[src/rtl/mul_div_unit.sv]
// Iterative multiply/divide unit: shift-add multiply and restoring divide, one bit per clock.
// Results are held in HI/LO until the next operation completes.
module mul_div_unit #(
   parameter int WIDTH = 32
) (
   input  logic             clk,
   input  logic             rst,
   input  logic             start,
   input  logic [1:0]       op,
   input  logic [WIDTH-1:0] a,
   input  logic [WIDTH-1:0] b,
   output logic             busy,
   output logic             done,
   output logic [WIDTH-1:0] hi,
   output logic [WIDTH-1:0] lo,
   output logic             dz
);

   localparam int CW = $clog2(WIDTH + 1);

   typedef enum logic [1:0] {IDLE, BUSY, FIX} state_t;

   state_t             state;
   logic [CW-1:0]      cnt;
   logic [1:0]         op_r;
   logic               neg_q;
   logic               neg_r;
   logic [WIDTH-1:0]   opnd;
   logic [2*WIDTH-1:0] acc;

   logic               is_signed;
   logic [WIDTH-1:0]   a_mag;
   logic [WIDTH-1:0]   b_mag;
   logic [WIDTH:0]     mul_sum;
   logic [WIDTH:0]     div_part;
   logic [WIDTH:0]     div_diff;
   logic               div_ge;

   function automatic logic [WIDTH-1:0] magnitude(input logic [WIDTH-1:0] v,
                                                  input logic sgn);
      return (sgn && v[WIDTH-1]) ? -v : v;
   endfunction

   function automatic logic [WIDTH-1:0] apply_sign(input logic [WIDTH-1:0] v,
                                                   input logic neg);
      return neg ? -v : v;
   endfunction

   assign is_signed = ~op[0];
   assign a_mag     = magnitude(a, is_signed);
   assign b_mag     = magnitude(b, is_signed);

   // Multiply keeps the multiplicand in opnd and the multiplier in acc's low half;
   // divide keeps the divisor in opnd and shifts the dividend out of acc's low half.
   always_comb begin
      mul_sum  = {1'b0, acc[2*WIDTH-1:WIDTH]} + (acc[0] ? {1'b0, opnd} : '0);
      div_part = {acc[2*WIDTH-1:WIDTH], acc[WIDTH-1]};
      div_ge   = div_part >= {1'b0, opnd};
      div_diff = div_part - {1'b0, opnd};
   end

   always_ff @(posedge clk or posedge rst) begin
      if (rst) begin
         state <= IDLE;
         busy  <= 1'b0;
         done  <= 1'b0;
         hi    <= '0;
         lo    <= '0;
         dz    <= 1'b0;
         cnt   <= '0;
         op_r  <= '0;
         neg_q <= 1'b0;
         neg_r <= 1'b0;
         opnd  <= '0;
         acc   <= '0;
      end else begin
         case (state)
            IDLE: begin
               done <= 1'b0;
               if (start) begin
                  op_r  <= op;
                  opnd  <= op[1] ? b_mag : a_mag;
                  acc   <= {{WIDTH{1'b0}}, (op[1] ? a_mag : b_mag)};
                  neg_q <= is_signed & (a[WIDTH-1] ^ b[WIDTH-1]);
                  neg_r <= is_signed & a[WIDTH-1];
                  dz    <= op[1] && (b == '0);
                  cnt   <= '0;
                  busy  <= 1'b1;
                  state <= BUSY;
               end
            end
            BUSY: begin
               if (cnt == CW'(WIDTH)) begin
                  // A zero divisor yields an all-ones quotient, left unsigned;
                  // the remainder is |a| re-signed, which reproduces a exactly.
                  if (!op_r[1]) begin
                     acc <= neg_q ? -acc : acc;
                  end else begin
                     acc <= {apply_sign(acc[2*WIDTH-1:WIDTH], neg_r),
                             apply_sign(acc[WIDTH-1:0], neg_q && !dz)};
                  end
                  state <= FIX;
               end else begin
                  if (!op_r[1]) begin
                     acc <= {mul_sum, acc[WIDTH-1:1]};
                  end else begin
                     acc <= {(div_ge ? div_diff[WIDTH-1:0] : div_part[WIDTH-1:0]),
                             acc[WIDTH-2:0], div_ge};
                  end
                  cnt <= cnt + 1'b1;
               end
            end
            FIX: begin
               hi    <= acc[2*WIDTH-1:WIDTH];
               lo    <= acc[WIDTH-1:0];
               done  <= 1'b1;
               busy  <= 1'b0;
               state <= IDLE;
            end
            default: state <= IDLE;
         endcase
      end
   end

endmodule
[config.mk]
export PLATFORM = sky130hd
export DESIGN_NAME = mul_div_unit
export DESIGN_NICKNAME = d
export VERILOG_FILES = /design/src/rtl/mul_div_unit.sv
export SDC_FILE = /design/constraint.sdc
export NUM_CORES = 1
export LEC_CHECK = 0
export BUFFER_PORTS_ARGS = -buffer_cell sky130_fd_sc_hd__buf_4
export CORE_ASPECT_RATIO = 0.7
export CORE_MARGIN = 1.5
export CORE_UTILIZATION = 62
export CTS_BUF_LIST = sky130_fd_sc_hd__clkbuf_16
export CTS_CLUSTER_DIAMETER = 150
export DETAILED_ROUTE_END_ITERATION = 10
export PLACE_DENSITY = 0.81
export SLEW_MARGIN = 20
export SYNTH_ARGS = -nofsm -noshare
export SYNTH_HDL_FRONTEND = slang
export SYNTH_SLANG_ARGS = --single-unit
[constraint.sdc]
create_clock -name clk -period 10.2 [get_ports clk]
set_input_delay 1.53 -clock clk [delete_from_list [all_inputs] [get_ports clk]]
set_output_delay 1.53 -clock clk [all_outputs]
set_load 0.02 [all_outputs]
==> reports/qor.yml, run 1 <==
critical_path:
  crit_path_cell_trace: "inv_1 -> ha_1 -> and3_1 -> buf_4 -> nand2_1 -> buf_4 -> inv_1 -> a31oi_4 -> nand2_1 -> nor3_1 -> a21oi_1 -> o21ai_0"
  cp_max_fo: 31
  crit_arrival_ns: 4.81
  worst_ep_required_time_ns: 10.55
  critPathMaxStageDelay_ns: 0.76
  end_kind: "flip-flop"
  slowest_stage: "nand2_1"
  startpoint_type: "flip-flop"
  worst-setup-path-type: "flip-flop to flip-flop"
route:
  drt-met1-wl_um: 21370
  drc: 0
  ant_nets: 0
  wl_um: 50460
  wl_met2_um: 20270
  vias_per_cell: 6.778
  dr.pass1.iters: 6
  vias: 15048
  wl_per_cell_um: 22.73
  top_layer: "met5"
  wl_met3_um: 7345
  drtIter0Drc: 1821
timing:
  period_needed_ns: 4.460
  grt_setup_unrepaired: "false"
  finalCritPeriodShare: 0.4373
  final-hold-violation-count: 0
  fmax_mhz: 224.2
  fin_ws_ns: 5.740
  fin_skew_ns: 0.01322
  slew_viol_final: 0
  slew_headroom: 0.1796
  whs_ns: 0.4909
  setup_violations: 0
  tns_ns: 0
  worst_pin_slew_ns: 1.229
pwr:
  finalPower_mw: 6.288
  p_per_area_nw_per_um2: 379.9
  leakagePower_nw: 7.399
  peakVddDrop_mv: 0.2384
placed_design:
  pre_cts_slack_ns: 5.618
  dp_cells: 2188
  io_buffers: 135
  gp_congestion: 1.010
  hpwl_um: 37570
  placed_area_um2: 15920
global_route:
  grt_pass1_vias: 13741
  grt_usage: 0.4019
  grt_antenna_before_repair: 1
  grt_pass1_wl_um: 77290
  grt_max_degree: 100
  overflow: 0
cells_and_area:
  final_cell_mix: "188 x nor2_1, 173 x dfrtp_1, 165 x nand2_1"
  n_fill_cell: 1871
  layout_commonest_cell: "nor2_1"
  postLayoutCellArea_um2: 16550
  drive_above_1_share: 0.1493
  instances_no_fill: 2220
  fin_nets: 2030
  fin_util: 0.7036
  diodes: 0
  syn_to_final_growth_pct: 11.97
floorplan:
  die_h_um: 132.2
  die_area_um2: 24790
  core_um2: 23520
  initial_core_util: 0.6284
  fp-row-count: 47
  die_x_um: 187.5
  io_pins: 136
clocking:
  cts_max_level: 4
  clockBufferDepth: 2
  post-cts-setup-buffers: 0
  tritoncts: "built"
  hold_buffers: 0
  numCtsBuffers: 17
  cts_sinks: 174
  ctsResizeCount: 0
  clk_latency_ns: 0.45
  clkTransAtPathRegs_ns: 0.08
  clk_root_buffer_cell: "clkbuf_16"
synth:
  synth_area_per_cell_um2: 8.090
  ys_seq_area_frac: 0.2946
  yosysWarnings: 0
  synth-seq-cells: 174
  async_flop_share: 1.000
  postSynthCellCount: 1827
  synth.distinct_cells: 82
  synth.net_count: 1968
  netlist_area_um2: 14780
  synthFlopType: "dfrtp_1"
  synth_edf_count: 0
run:
  drv_cap: 0
outcome:
  run_status: "completed"
min_path:
  hold_path.class: "flip-flop to flip-flop"
[path summary, 6_finish.rpt]
path | slack [ns] | to | from | depth (start not counted)
worst min-delay path | 0.49 | opnd[23] | opnd[23] | 2
max in group asynchronous | 7.06 | lo[29] | rst | 4
worst max-delay path | 5.74 | acc[47] | cnt[0] | 12
worst min register to register | 0.49 | opnd[23] | opnd[23] | 2
min in group asynchronous | 1.18 | hi[8] | rst | 2
worst max register to register | 5.74 | acc[47] | cnt[0] | 12
[layer usage]
| layer | vias up | global-route usage |
|---|---|---|
| li1 | 6797 | - |
| met5 | - | 0 |
| met3 | 123 | 0.1562 |
| met4 | 2 | 0.1227 |
| met1 | 7137 | 0.5765 |
| met2 | 989 | 0.5537 |
[synth_stat cells (all sizes together), types with 56 or more instances]
| cell | count | area, µm² |
|---|---|---|
| a21oi | 146 | 730.7 |
| mux2i | 58 | 580.6 |
| mux2 | 72 | 810.8 |
| xnor2 | 69 | 604.3 |
| clkbuf | 90 | 337.8 |
| xor2 | 62 | 543.0 |
| o21ai | 167 | 835.8 |
| nor2 | 189 | 709.4 |
| inv | 65 | 244.0 |
| dfrtp | 174 | 4354 |
| nor3 | 56 | 280.3 |
| ha | 70 | 875.8 |
| nand2 | 165 | 619.3 |
[power by group]
part | internal [mW] | leakage (nW) | switching [mW] | total [mW]
Combinational | 1.65 | 4.87 | 2.44 | 4.09
Sequential | 1.00 | 2.22 | 0.473 | 1.48
Clock | 0.395 | 0.303 | 0.321 | 0.717
[cells by family (layout without fill, tap and decap cells)]
kind of cell,count (synthesis),after routing,share of synthesized area
AO/OA/AOI/OAI,558,558,0.2374
buffers and inverters,173,248,0.04529
adder cells (fa/ha/maj),72,72,0.06197
XOR/XNOR,131,131,0.07763
flip-flops,174,174,0.2946
multiplexers,130,130,0.09413
AND/OR/NAND/NOR,589,589,0.1890
[state kept, by name, summed over array words and instances, names as in the netlist]
name,flops
state,2
hi,32
opnd,32
cnt,6
acc,64
dz,1
lo,32
op_r,1
neg_r,1
busy,1
done,1
neg_q,1
[cell type report]
cell class	count	area [µm²]	share of cell area
Clock buffer	17	425.4	0.02571
Clock inverter	15	196.4	0.01187
Inverter	66	252.7	0.01527
Multi-Input combinational cell	1480	9796	0.5919
Sequential cell	174	4355	0.2632
Tap cell	318	397.9	0.02404
Timing Repair Buffer	150	1126	0.06804
[critical path, delay by kind of cell (launching register included)]
family                   cells  cell delay [ns]
buffers and inverters        4             1.02
flip-flops                   1             0.41
AO/OA/AOI/OAI                3             0.93
AND/OR/NAND/NOR              4             1.75
adder cells (fa/ha/maj)      1             0.22
No activity file was read; power rests on OpenSTA's default activity.
==> inputs of run 2 (changes only) <==
--- a/config.mk
+++ b/config.mk
@@ -8,11 +8,11 @@
 export BUFFER_PORTS_ARGS = -buffer_cell sky130_fd_sc_hd__buf_4
 export CORE_ASPECT_RATIO = 0.7
 export CORE_MARGIN = 1.5
-export CORE_UTILIZATION = 62
+export CORE_UTILIZATION = 56
 export CTS_BUF_LIST = sky130_fd_sc_hd__clkbuf_16
 export CTS_CLUSTER_DIAMETER = 150
 export DETAILED_ROUTE_END_ITERATION = 10
-export PLACE_DENSITY = 0.81
+export PLACE_DENSITY = 0.77
 export SLEW_MARGIN = 20
 export SYNTH_ARGS = -nofsm -noshare
 export SYNTH_HDL_FRONTEND = slang
==> constraint.sdc (replaced) <==
create_clock -name clk -period 3.7 [get_ports clk]
set_input_delay 0.555 -clock clk [delete_from_list [all_inputs] [get_ports clk]]
set_output_delay 0.555 -clock clk [all_outputs]
set_load 0.02 [all_outputs]
==> run 2 against run 1 <==
Compared with the run above: wire length grew 9.4%; setup slack lost 5.6 ns; core utilization shrank 1.7 points; first-iteration DRC count shrank 7.2%; sequential share of layout area shrank 1.7 points; combinational power grew to 3.3 times the previous value; highest routed layer is now met4; largest power group unchanged; critical path depth grew 1; maximum frequency grew 25%.
==> reports/qor.yml, run 2 (synthesis results as in run 1) <==
critical_path:
  r2r_end: "acc[33]"
  worstRegToRegCells: 13
  crit_path_cell_trace: "inv_1 -> ha_2 -> nand4_1 -> or3_1 -> or4_4 -> a31oi_1 -> nor3_1 -> o31ai_4 -> buf_12 -> buf_12 -> mux2i_1 -> a21oi_1 -> a221o_1"
  cp.buffers_inverters: 3
  timing.rr.start: "opnd[14]"
  worst-setup-path-type: "flip-flop to flip-flop"
  worst_ep_required_time_ns: 4.03
  end_kind: "flip-flop"
  rrSetupSlack_ns: 0.12
  startpoint_type: "flip-flop"
  cp_max_fo: 13
  crit_arrival_ns: 3.91
  critPathMaxStageDelay_ns: 0.58
  critPathTopFamily: "simple AND/OR/NAND/NOR gates"
  crit_top_cell: "buf_12"
  slowest_stage: "or4_4"
timing:
  final-hold-violation-count: 0
  finalCritPeriodShare: 0.9678
  tns_ns: 0
  slew_headroom: 0.4438
  fin_ws_ns: 0.1193
  period_needed_ns: 3.581
  fmax_mhz: 279.3
  grt_setup_unrepaired: "false"
  setup_violations: 0
  worst_pin_slew_ns: 0.8256
  fin_skew_ns: 0.01345
  slew_viol_final: 0
route:
  wl_per_cell_um: 23.02
  vias_per_cell: 6.527
  drc: 0
  wl_um: 55210
  dr.pass1.iters: 6
  drtIter0Drc: 1690
  ant_nets: 0
  vias: 15652
pwr:
  switching_share: 0.5003
  pwr-share-comb: 0.708
  seqPwrFrac: 0.192
  p_int_mw: 9.376
  finalPower_mw: 18.77
  p_per_area_nw_per_um2: 1059
  leakagePower_nw: 8.092
  power.share.clock: 0.100
  peakVddDrop_mv: 0.5587
  power.switching_mw: 9.389
run:
  drv_cap: 0
placed_design:
  gp_congestion: 1.017
  hpwl_um: 42090
  pre_cts_slack_ns: -0.03250
  dp_cells: 2363
  io_buffers: 135
global_route:
  overflow: 0
  grt_usage: 0.4027
  grt_max_degree: 72
  grt_pass1_vias: 14687
  grt_pass1_wl_um: 84360
  grt_antenna_before_repair: 0
clocking:
  clk_root_buffer_cell: "clkbuf_16"
  clk_latency_ns: 0.45
  cts_sinks: 174
  cts_max_level: 4
  clkTransAtPathRegs_ns: 0.07
  hold_buffers: 0
  clockBufferDepth: 2
  tritoncts: "built"
  numCtsBuffers: 17
cells_and_area:
  layout_commonest_cell: "buf_4"
  diodes: 0
  drive_above_1_share: 0.2117
  regMostFlops: "acc"
  syn_to_final_growth_pct: 19.85
  largest_reg_flops: 64
  fin_nets: 2169
  instances_no_fill: 2398
  fin_util: 0.6863
  final_cell_mix: "282 x buf_4, 188 x nor2_1, 173 x dfrtp_1"
floorplan:
  fp-row-count: 49
  die_area_um2: 27390
  die_h_um: 138.9
  die_x_um: 197.2
  io_pins: 136
  core_um2: 25810
  initial_core_util: 0.5726
min_path:
  hold_path.class: "input port to async pin"
outcome:
  run_status: "completed"
run 2: cell types whose count changed in the layout (fill, tap and decap cells not counted), sizes merged:
cell,delta
clkinvlp,+1
clkinv,+3
bufinv,-2
buf,+139
inv,-2
run 2: per-stage QoR:
stage | hold slack (ns) | instance area, µm²
2_1_floorplan | 0.4498 | 14780
4_1_cts | 0.2131 | 17680
3_5_place_dp | 0.4734 | 17060
5_1_grt | 0.2498 | 17710
6_report | 0.2148 | 17710
3_3_place_gp | 0.4679 | 17060
run 2: routing by layer:
layer | GRT usage | routed length, µm | up-vias
met1 | 0.5851 | 24000 | 7481
met3 | 0.1432 | 7498 | 106
met2 | 0.5595 | 22360 | 1000
met5 | 0 | 0 | -
met4 | 0.1125 | 1351 | 0
li1 | - | - | 7065
run 2: power groups by stage:
stage          Combinational (mW)  Clock, mW  Sequential (mW)
2_1_floorplan                8.00          0             3.72
3_3_place_gp                 12.4          0             3.56
3_5_place_dp                 12.7          0             3.60
4_1_cts                      12.9       1.88             3.57
5_1_grt                      14.3       1.95             3.69
6_report                     13.3       1.88             3.60
run 2: timing repair:
item / in CTS / in global routing
setup buffers: 3 / 0
endpoints found under the setup margin: 6 / 8
pin swaps: 1 / 0
resized for setup: 0 / 9
run 2: final cells by class:
| type | instances | area [µm²] |
|---|---|---|
| tap | 357 | 446.7 |
| timing repair buffer | 289 | 2257 |
| sequential | 174 | 4355 |
| inverter | 66 | 251.5 |
| fill | 2143 | 8097 |
| multi-input combinational | 1480 | 9826 |
| clock inverter | 15 | 152.6 |
| clock buffer | 17 | 425.4 |
run 2: how the worst max path moves through the flow:
stage	startpoint	endpoint	cells past startpoint	slack [ns]
6_report	opnd[14]	acc[33]	13	0.12
5_1_grt	opnd[14]	acc[33]	13	0.03
4_1_cts	opnd[1]	acc[63]	13	0.02
3_5_place_dp	opnd[7]	acc[33]	12	-0.03
3_3_place_gp	opnd[7]	acc[33]	12	0.04
2_1_floorplan	acc[31]	acc[62]	13	0.35
==> inputs of run 3 (changes only) <==
==> config.mk (replaced) <==
export PLATFORM = sky130hd
export DESIGN_NAME = mul_div_unit
export DESIGN_NICKNAME = d
export VERILOG_FILES = /design/src/rtl/mul_div_unit.sv
export SDC_FILE = /design/constraint.sdc
export NUM_CORES = 1
export LEC_CHECK = 0
export CORE_ASPECT_RATIO = 0.7
export CORE_MARGIN = 8
export CORE_UTILIZATION = 59
export CTS_BUF_LIST = sky130_fd_sc_hd__clkbuf_16
export CTS_CLUSTER_DIAMETER = 150
export DETAILED_ROUTE_END_ITERATION = 10
export DONT_BUFFER_PORTS = 1
export PLACE_DENSITY = 0.76
export SLEW_MARGIN = 20
export SYNTH_ARGS = -nofsm -noshare
export SYNTH_HDL_FRONTEND = slang
export SYNTH_SLANG_ARGS = --single-unit
export TNS_END_PERCENT = 10
==> run 3 against run 2 <==
Compared with the run above: first-iteration DRC count increased by 17%; sequential cell count stayed put; critical path depth unchanged; sequential share of layout area up 1.8 points; die area grew 11%; sequential power grew 8.3%; largest power group unchanged; highest routed layer unchanged.
==> reports/qor.yml, run 3 (synthesis results as in run 1) <==
route:
  drtIter0Drc: 1978
  wl_per_cell_um: 24.34
  vias_per_cell: 6.781
  dr.pass1.iters: 6
  drc: 0
  vias: 15000
  ant_nets: 0
  wl_um: 53840
timing:
  worst_pin_slew_ns: 1.028
  grt_setup_unrepaired: "true"
  finalCritPeriodShare: 0.9869
  slew_headroom: 0.3134
  period_needed_ns: 3.652
  fin_skew_ns: 0.01294
  fmax_mhz: 273.9
  setup_violations: 0
  final-hold-violation-count: 0
  slew_viol_final: 0
  whs_ns: 0.05760
global_route:
  grt_pass1_wl_um: 82140
  overflow: 0
  grt_max_degree: 100
  grt_usage: 0.3459
  grt_pass1_vias: 13797
  grt_antenna_before_repair: 0
critical_path:
  critPathMaxStageDelay_ns: 0.57
  crit_arrival_ns: 3.98
  startpoint_type: "flip-flop"
  r2r_end: "acc[43]"
  cp_max_fo: 9
  crit_top_cell: "mux2i_1"
  end_kind: "flip-flop"
  worstRegToRegCells: 13
  timing.rr.start: "opnd[14]"
  rrSetupSlack_ns: 0.05
  worst-setup-path-type: "flip-flop to flip-flop"
  worst_ep_required_time_ns: 4.03
  critPathTopFamily: "simple AND/OR/NAND/NOR gates"
  cp.buffers_inverters: 3
  slowest_stage: "or4_4"
  crit_path_cell_trace: "inv_1 -> ha_2 -> nand4_1 -> or3_4 -> or4_4 -> a31oi_1 -> nor3_1 -> o31ai_4 -> buf_4 -> buf_12 -> mux2i_1 -> mux2i_1 -> a221o_1"
placed_design:
  hpwl_um: 40630
  gp_congestion: 1.010
  io_buffers: 0
cells_and_area:
  fin_nets: 2015
  largest_reg_flops: 64
  final_cell_mix: "188 x nor2_1, 173 x dfrtp_1, 165 x nand2_1"
  syn_to_final_growth_pct: 11.80
  regMostFlops: "acc"
  drive_above_1_share: 0.1473
  layout_commonest_cell: "nor2_1"
  diodes: 0
outcome:
  run_status: "completed"
clocking:
  clockBufferDepth: 2
  numCtsBuffers: 17
  tritoncts: "built"
  clk_root_buffer_cell: "clkbuf_16"
  cts_max_level: 4
  clkTransAtPathRegs_ns: 0.08
  clk_latency_ns: 0.45
  cts_sinks: 174
min_path:
  hold_path.class: "input port to async pin"
floorplan:
  core_um2: 24620
  io_pins: 136
  die_x_um: 205.2
  fp-row-count: 48
  die_area_um2: 30450
  die_h_um: 148.4
  initial_core_util: 0.6003
run:
  drv_cap: 0
pwr:
  finalPower_mw: 18.11
  leakagePower_nw: 7.293
  peakVddDrop_mv: 0.6198
  p_per_area_nw_per_um2: 1096
==> run 3: repair_timing <==
action,CTS,global route
buffers inserted,3,0
resized for setup,1,11
pin swaps,1,0
endpoints found under the setup margin,12,21
hold buffers,0,0
==> run 3: cell type report <==
type	instances	area, µm²
fill	2106	8099
clock inverter	15	153.9
tap	325	406.6
multi-input combinational	1480	9843
sequential	174	4355
inverter	66	251.5
timing repair buffer	135	1089
clock buffer	17	425.4
==> run 3: how the worst max path moves through the flow <==
stage | start | end | slack [ns] | cells past startpoint
final | opnd[14] | acc[43] | 0.05 | 13
after global routing | opnd[12] | acc[43] | -0.03 | 14
after CTS | opnd[14] | acc[43] | 0.07 | 13
after detailed placement | opnd[7] | acc[33] | -0.13 | 12
after global placement | opnd[7] | acc[33] | -0.03 | 12
after floorplan | acc[31] | acc[62] | 0.35 | 13
==> run 3: stage by stage <==
step / utilization / area [µm²] / TNS [ns] / cells / setup WS (ns)
after floorplan: - / 14780 / 0 / 1827 / 0.3536
after global placement: 0.6439 / 15850 / -0.03425 / 2177 / -0.03425
after detailed placement: 0.6439 / 15850 / -0.3798 / 2177 / -0.1275
after CTS: 0.6691 / 16470 / 0 / 2212 / 0.07452
after global routing: 0.6711 / 16520 / -0.04207 / 2212 / -0.03269
final: 0.6711 / 16520 / 0 / 2212 / 0.04843
==> run 3: where the power goes <==
part | switching, mW | internal, mW
logic | 7.11 | 5.24
clock network | 0.913 | 0.952
registers | 1.12 | 2.78
total | 9.14 | 8.97
==> run 3: per-layer routing <==
layer / vias to the layer above / wire, µm / track usage
met5: - / 0 / 0
met1: 7142 / 23070 / 0.5114
li1: 6758 / - / -
met3: 109 / 7880 / 0.1128
met2: 991 / 21640 / 0.4721
met4: 0 / 1245 / 0.09269
